### src/rtl/fetch_pkg.sv
// Shared types and defaults for the instruction-fetch sequencer.
//   fetch_state_e  : sequencer states (IDLE, FETCH, HOLD, HALTED)
//   FETCH_AW/DW    : default ROM address / instruction widths
//   FETCH_RESET_PC : default program counter value after reset
package fetch_pkg;

  typedef enum logic [1:0] {
    IDLE,
    FETCH,
    HOLD,
    HALTED
  } fetch_state_e;

  localparam int unsigned FETCH_AW       = 4;
  localparam int unsigned FETCH_DW       = 16;
  localparam int unsigned FETCH_RESET_PC = 0;

endpackage

### src/rtl/fetch_pc_reg.sv
// Program counter register for the fetch sequencer.
//   load/load_addr : load the PC (wins over inc)
//   inc            : advance the PC by one, modulo 2^AW
//   pc             : current PC value
//   pc_wrap        : one-cycle pulse after an increment from all-ones to zero
module fetch_pc_reg
  import fetch_pkg::*;
#(
  parameter int unsigned AW       = FETCH_AW,
  parameter int unsigned RESET_PC = FETCH_RESET_PC
) (
  input  logic          clk,
  input  logic          rst_n,
  input  logic          load,
  input  logic [AW-1:0] load_addr,
  input  logic          inc,
  output logic [AW-1:0] pc,
  output logic          pc_wrap
);

  logic [AW-1:0] pc_d, pc_q;
  logic          wrap_d, wrap_q;

  always_comb begin
    pc_d   = pc_q;
    wrap_d = 1'b0;
    if (load) begin
      pc_d = load_addr;
    end else if (inc) begin
      pc_d   = pc_q + AW'(1);
      wrap_d = (pc_q == '1);
    end
  end

  always_ff @(posedge clk or negedge rst_n) begin
    if (!rst_n) begin
      pc_q   <= AW'(RESET_PC);
      wrap_q <= 1'b0;
    end else begin
      pc_q   <= pc_d;
      wrap_q <= wrap_d;
    end
  end

  assign pc      = pc_q;
  assign pc_wrap = wrap_q;

endmodule

### src/rtl/fetch_sequencer.sv
// Instruction-fetch sequencer: owns the PC, waits out ROM latency, latches
// the ROM word into an instruction register and offers it to decode over a
// valid/ready handshake. Supports start, halt and jump from core control.
//   start/halt/jump_valid/jump_addr : control inputs (halt > jump > start)
//   rom_addr/rom_data               : ROM read port (rom_addr == PC)
//   instr/instr_pc/instr_valid      : held instruction toward decode
//   instr_ready                     : decode accepts the held instruction
//   busy                            : high while in FETCH or HOLD
//   pc_wrap                         : pulse after PC wraps to zero
// Optional macro FETCH_SEQ_COUNT_EN adds fetch_count[15:0], a saturating
// count of completed handshakes.
module fetch_sequencer
  import fetch_pkg::*;
#(
  parameter int unsigned AW       = FETCH_AW,
  parameter int unsigned DW       = FETCH_DW,
  parameter int unsigned ROM_LAT  = 0,
  parameter int unsigned RESET_PC = FETCH_RESET_PC
) (
  input  logic          clk,
  input  logic          rst_n,
  input  logic          start,
  input  logic          halt,
  input  logic          jump_valid,
  input  logic [AW-1:0] jump_addr,
  output logic [AW-1:0] rom_addr,
  input  logic [DW-1:0] rom_data,
  output logic [DW-1:0] instr,
  output logic [AW-1:0] instr_pc,
  output logic          instr_valid,
  input  logic          instr_ready,
  output logic          busy,
  output logic          pc_wrap
`ifdef FETCH_SEQ_COUNT_EN
  ,
  output logic [15:0]   fetch_count
`endif
);

  localparam int unsigned CW = (ROM_LAT > 0) ? $clog2(ROM_LAT + 1) : 1;

  fetch_state_e  state_d, state_q;
  logic [CW-1:0] cnt_d, cnt_q;
  logic [DW-1:0] instr_d, instr_q;
  logic [AW-1:0] instr_pc_d, instr_pc_q;
  logic          instr_valid_d, instr_valid_q;
  logic          busy_d, busy_q;
  logic [AW-1:0] pc;
  logic          active, capture, handshake, pc_load;

  assign active    = (state_q == FETCH) || (state_q == HOLD);
  // Capture and handshake only happen when neither halt nor jump overrides them.
  assign capture   = (state_q == FETCH) && !halt && !jump_valid &&
                     (cnt_q == CW'(ROM_LAT));
  assign handshake = (state_q == HOLD) && instr_valid_q && instr_ready &&
                     !halt && !jump_valid;
  assign pc_load   = jump_valid && !halt;

  fetch_pc_reg #(
    .AW       (AW),
    .RESET_PC (RESET_PC)
  ) u_pc (
    .clk       (clk),
    .rst_n     (rst_n),
    .load      (pc_load),
    .load_addr (jump_addr),
    .inc       (capture),
    .pc        (pc),
    .pc_wrap   (pc_wrap)
  );

  // State register
  always_ff @(posedge clk or negedge rst_n) begin
    if (!rst_n) begin
      state_q       <= IDLE;
      cnt_q         <= '0;
      instr_q       <= '0;
      instr_pc_q    <= '0;
      instr_valid_q <= 1'b0;
      busy_q        <= 1'b0;
    end else begin
      state_q       <= state_d;
      cnt_q         <= cnt_d;
      instr_q       <= instr_d;
      instr_pc_q    <= instr_pc_d;
      instr_valid_q <= instr_valid_d;
      busy_q        <= busy_d;
    end
  end

  // Next-state logic
  always_comb begin
    state_d = state_q;
    unique case (state_q)
      IDLE, HALTED: begin
        if (!halt && !jump_valid && start) state_d = FETCH;
      end
      FETCH, HOLD: begin
        if (halt)            state_d = HALTED;
        else if (jump_valid) state_d = FETCH;
        else if (capture)    state_d = HOLD;
        else if (handshake)  state_d = FETCH;
      end
      default: state_d = IDLE;
    endcase
  end

  // Output / datapath logic; busy is registered from the next state.
  always_comb begin
    instr_d       = instr_q;
    instr_pc_d    = instr_pc_q;
    instr_valid_d = instr_valid_q;
    cnt_d         = '0;
    if (active && (halt || jump_valid)) begin
      instr_valid_d = 1'b0;
    end else if (capture) begin
      instr_d       = rom_data;
      instr_pc_d    = pc;
      instr_valid_d = 1'b1;
    end else if (handshake) begin
      instr_valid_d = 1'b0;
    end
    if ((state_q == FETCH) && !halt && !jump_valid && !capture) begin
      cnt_d = cnt_q + CW'(1);
    end
    busy_d = (state_d == FETCH) || (state_d == HOLD);
  end

  assign rom_addr    = pc;
  assign instr       = instr_q;
  assign instr_pc    = instr_pc_q;
  assign instr_valid = instr_valid_q;
  assign busy        = busy_q;

`ifdef FETCH_SEQ_COUNT_EN
  logic [15:0] count_d, count_q;

  always_comb begin
    count_d = count_q;
    if (handshake && (count_q != 16'hFFFF)) count_d = count_q + 16'd1;
  end

  always_ff @(posedge clk or negedge rst_n) begin
    if (!rst_n) count_q <= '0;
    else        count_q <= count_d;
  end

  assign fetch_count = count_q;
`endif

endmodule

### config.mk
export PLATFORM = sky130hd
export DESIGN_NAME = fetch_sequencer
export DESIGN_NICKNAME = d
export VERILOG_FILES = /design/src/rtl/fetch_pkg.sv /design/src/rtl/fetch_pc_reg.sv /design/src/rtl/fetch_sequencer.sv
export SDC_FILE = /design/constraint.sdc
export NUM_CORES = 1
export LEC_CHECK = 0
export ABC_CLOCK_PERIOD_IN_PS = 1630
export CORE_AREA = 2 2 62 64
export CTS_CLUSTER_DIAMETER = 60
export CTS_CLUSTER_SIZE = 14
export DETAILED_ROUTE_END_ITERATION = 10
export DIE_AREA = 0 0 64 66
export HOLD_SLACK_MARGIN = 0.12
export PLACE_DENSITY_LB_ADDON = 0.05
export SLEW_MARGIN = 20
export SYNTH_ARGS = -nofsm -noshare
export SYNTH_HDL_FRONTEND = slang
export SYNTH_HIERARCHICAL = 1
export SYNTH_SLANG_ARGS = --single-unit
### constraint.sdc
create_clock -name clk -period 1.63 [get_ports clk]
set_input_delay 0.326 -clock clk [delete_from_list [all_inputs] [get_ports clk]]
set_output_delay 0.326 -clock clk [all_outputs]
set_load 0.01 [all_outputs]
==> flow_summary.yaml <==
critical_path:
  max_stage_delay_ps: 400
  worstSetupPathType: "reg2reg"
  rrSetupSlack_ps: 1
  setup.worst_path.end: "instr_pc[0]"
  path_cells: "inv_2, ha_4, nor4b_4, buf_4, buf_6, buf_4, mux2_1"
  arrival_ps: 1840
  cp_data_required_time_ps: 1840
  end_kind: "flip-flop"
  r2r_cells: 7
  r2r-end: "instr_pc[0]"
  cp_slowest_cell: "dfrtp_1"
  cp_max_fo: 8
  crit_start: "state_q[1]"
  reg2reg_from: "state_q[1]"
  cp_common_cell: "buf_4"
  startpoint_type: "flip-flop"
route:
  routed_wl_um: 2780
  first_pass_iters: 2
  viasPerCell: 4.54
  dr_total_vias: 971
  ant_nets: 0
  post-route-drc-count: 0
  wire_per_inst_um: 13.0
  drtIter0Drc: 9
die:
  boundaryPins: 53
  initial_utilization_pct: 35.2
  core_area_sq_um: 3550
  fp-row-count: 22
  die_y_um: 66
  die_area_sq_um: 4220
  die_w_um: 64
logic_synthesis:
  post_synth.cell_area_avg_sq_um: 13.6
  ys_top_cells_by_area: "dfrtp_1 60%, mux2_2 17%, ha_1 3.0%"
  synthCells: 92
  yosysTopAreaCellShare_pct: 60.1
  ys_types: 26
  syn-num-nets: 121
  synth-seq-cells: 30
  ys_seq_area_share_pct: 60.1
  syn-cell-area_sq_um: 1250
  yosys.area.top_type: "dfrtp_1"
  yosysWarnings: 6
cts:
  cts_buffer_depth: 2
  cts_sinks: 30
  clk_pin_slew_ps: 90
  cts_buffers: 5
  cts_root_buffer: "clkbuf_4"
  clkLatencyLatePin_ps: 320
  cts_tree: "yes"
  h-tree-depth: 2
place:
  gp_congestion: 0.756
  io_buffers: 52
  place_area_sq_um: 1890
  dp_cells: 198
  hpwl_um: 1930
finish:
  synthToLayoutAreaGrowth_pct: 62.9
  fin_nets: 195
  drive_gt1_share_pct: 28.9
  postLayoutCellArea_sq_um: 2040
  diodes: 0
  post-route-util_pct: 57.3
  final_cells: 214
  nFillCells: 318
timing:
  rsz0062_at_grt: "yes"
  period_share_pct: 99.9
  min_period_ps: 1630
  final_hold_viol_count: 0
  fmax_ghz: 0.614
  fin_skew_ps: 4.33
  setup_violations: 0
  slew_viol_final: 0
grt:
  grt_max_degree: 31
  grt_antenna_before_repair: 0
  grt-ovfl-total: 0
  grt_pass1_wl_um: 4640
  grt_usage_pct: 14.6
  first_global_vias: 1012
power_and_ir_drop:
  max-vdd-ir-drop_mv: 0.725
  power-per-cell-area_nw_per_um2: 1540
  p_leak_uw: 0.000918
  power.total_uw: 3140
outcome:
  status: "finished clean"
flow_run:
  drv_cap: 0
worst_hold_path:
  hold_path_class: "in2async"
report_power, final:
group | switching, uW | internal, uW | total (uW)
combinational | 550 | 978 | 1530
sequential | 164 | 1060 | 1220
clock | 233 | 162 | 395
stage by stage:
stage	setup WS, ps	hold slack (ps)	setup TNS, ps
floorplan	80.0	30.4	0
global placement	-290	474	-7110
detailed placement	-351	491	-8490
CTS	-16.0	398	-53.8
global route	-102	420	-411
finish	1.13	392	0
routing by layer:
layer / vias to the layer above / GRT usage [%] / share of wire, %
met1: 474 / 18.3 / 44
met2: 25 / 22.5 / 49
li1: 465 / - / -
met4: 0 / 6.52 / 1.9
met5: - / 0 / 0
met3: 7 / 5.28 / 4.9
worst max-delay path: cells and delay by family, from the launching register on:
family | cells | cell delay [ps]
and+or+nand+nor | 1 | 180
buffers and inverters | 4 | 510
adders and majority gates | 1 | 130
DFF | 1 | 400
muxes | 1 | 300
flip-flops by register name, indices dropped and copies added (netlist names):
register / flops
state_q: 2
u_pc/pc_wrap: 1
instr: 16
instr_pc: 4
u_pc/pc: 4
instr_valid: 1
cnt_q: 1
busy: 1
cells in the mapped netlist (all sizes together):
| cell type | n |
|---|---|
| xnor2 | 1 |
| xor2 | 3 |
| nor4b | 1 |
| o22ai | 1 |
| inv | 4 |
| nand4 | 2 |
| nand2 | 5 |
| ha | 3 |
| nor2 | 4 |
| a21oi | 2 |
| o21ai | 4 |
| conb | 1 |
| a22oi | 1 |
| mux2i | 1 |
| buf | 2 |
| dfrtp | 30 |
| a31oi | 2 |
| mux2 | 20 |
| a22o | 1 |
| o22a | 1 |
| or3b | 1 |
| clkbuf | 1 |
| nor2b | 1 |
layout make-up:
cell class | count | area, sq um | share of cell area, %
sequential | 30 | 752 | 36.9
timing repair buffer | 70 | 667 | 32.8
multi-input combinational | 55 | 497 | 24.4
tap | 48 | 60.1 | 2.95
clock buffer | 7 | 45.0 | 2.21
inverter | 4 | 15.0 | 0.738
layout by cell type, fill, tap and decap left out:
master	n
a22o_1	1
mux2i_1	1
clkbuf_4	5
a22oi_1	1
xnor2_1	1
xor2_1	3
mux2_1	1
o21ai_1	1
dlygate4sd2_1	1
buf_2	1
dfrtp_1	29
clkdlybuf4s50_1	48
nor4b_4	1
nor2_1	4
o22ai_2	1
dlymetal6s2s_1	3
nor2b_1	1
ha_4	1
dfrtp_2	1
nand4_1	2
buf_4	15
inv_2	1
a21oi_2	1
mux2_4	1
o22a_1	1
a31oi_1	2
a21oi_1	1
conb_1	1
buf_6	2
o21ai_0	3
inv_1	3
nand2_1	5
mux2_2	18
or3b_1	1
clkbuf_1	2
ha_1	2
repair_timing:
| item | in CTS | in global routing |
|---|---|---|
| pin swaps | 0 | 3 |
| setup endpoints to repair | 19 | 25 |
| setup buffers | 4 | 5 |
| resized for setup | 4 | 9 |
| gates cloned | 1 | 0 |
| endpoints found under the hold margin | 0 | 0 |
| hold buffers | 0 | 0 |
worst min path at each step:
stage | endpoint | depth (start not counted) | slack (ps) | startpoint
floorplan | busy | 0 | 30 | rst_n
global placement | instr_pc[0] | 1 | 470 | instr_pc[0]
detailed placement | instr_pc[0] | 1 | 490 | instr_pc[0]
CTS | instr[8] | 2 | 400 | rst_n
global route | instr[11] | 2 | 420 | rst_n
finish | instr[7] | 2 | 390 | rst_n
kinds of logic after synthesis:
group / Yosys count / synth area share (%)
flip-flops: 30 / 60.1
XOR/XNOR: 4 / 2.80
AND/OR/NAND/NOR: 14 / 6.11
adder cells (fa/ha/maj): 3 / 3.00
AO/OA/AOI/OAI: 12 / 6.21
buffers and inverters: 7 / 2.70
multiplexers: 21 / 18.8
other: 1 / 0.300
Note: power is estimated with default switching activity, not from simulation.
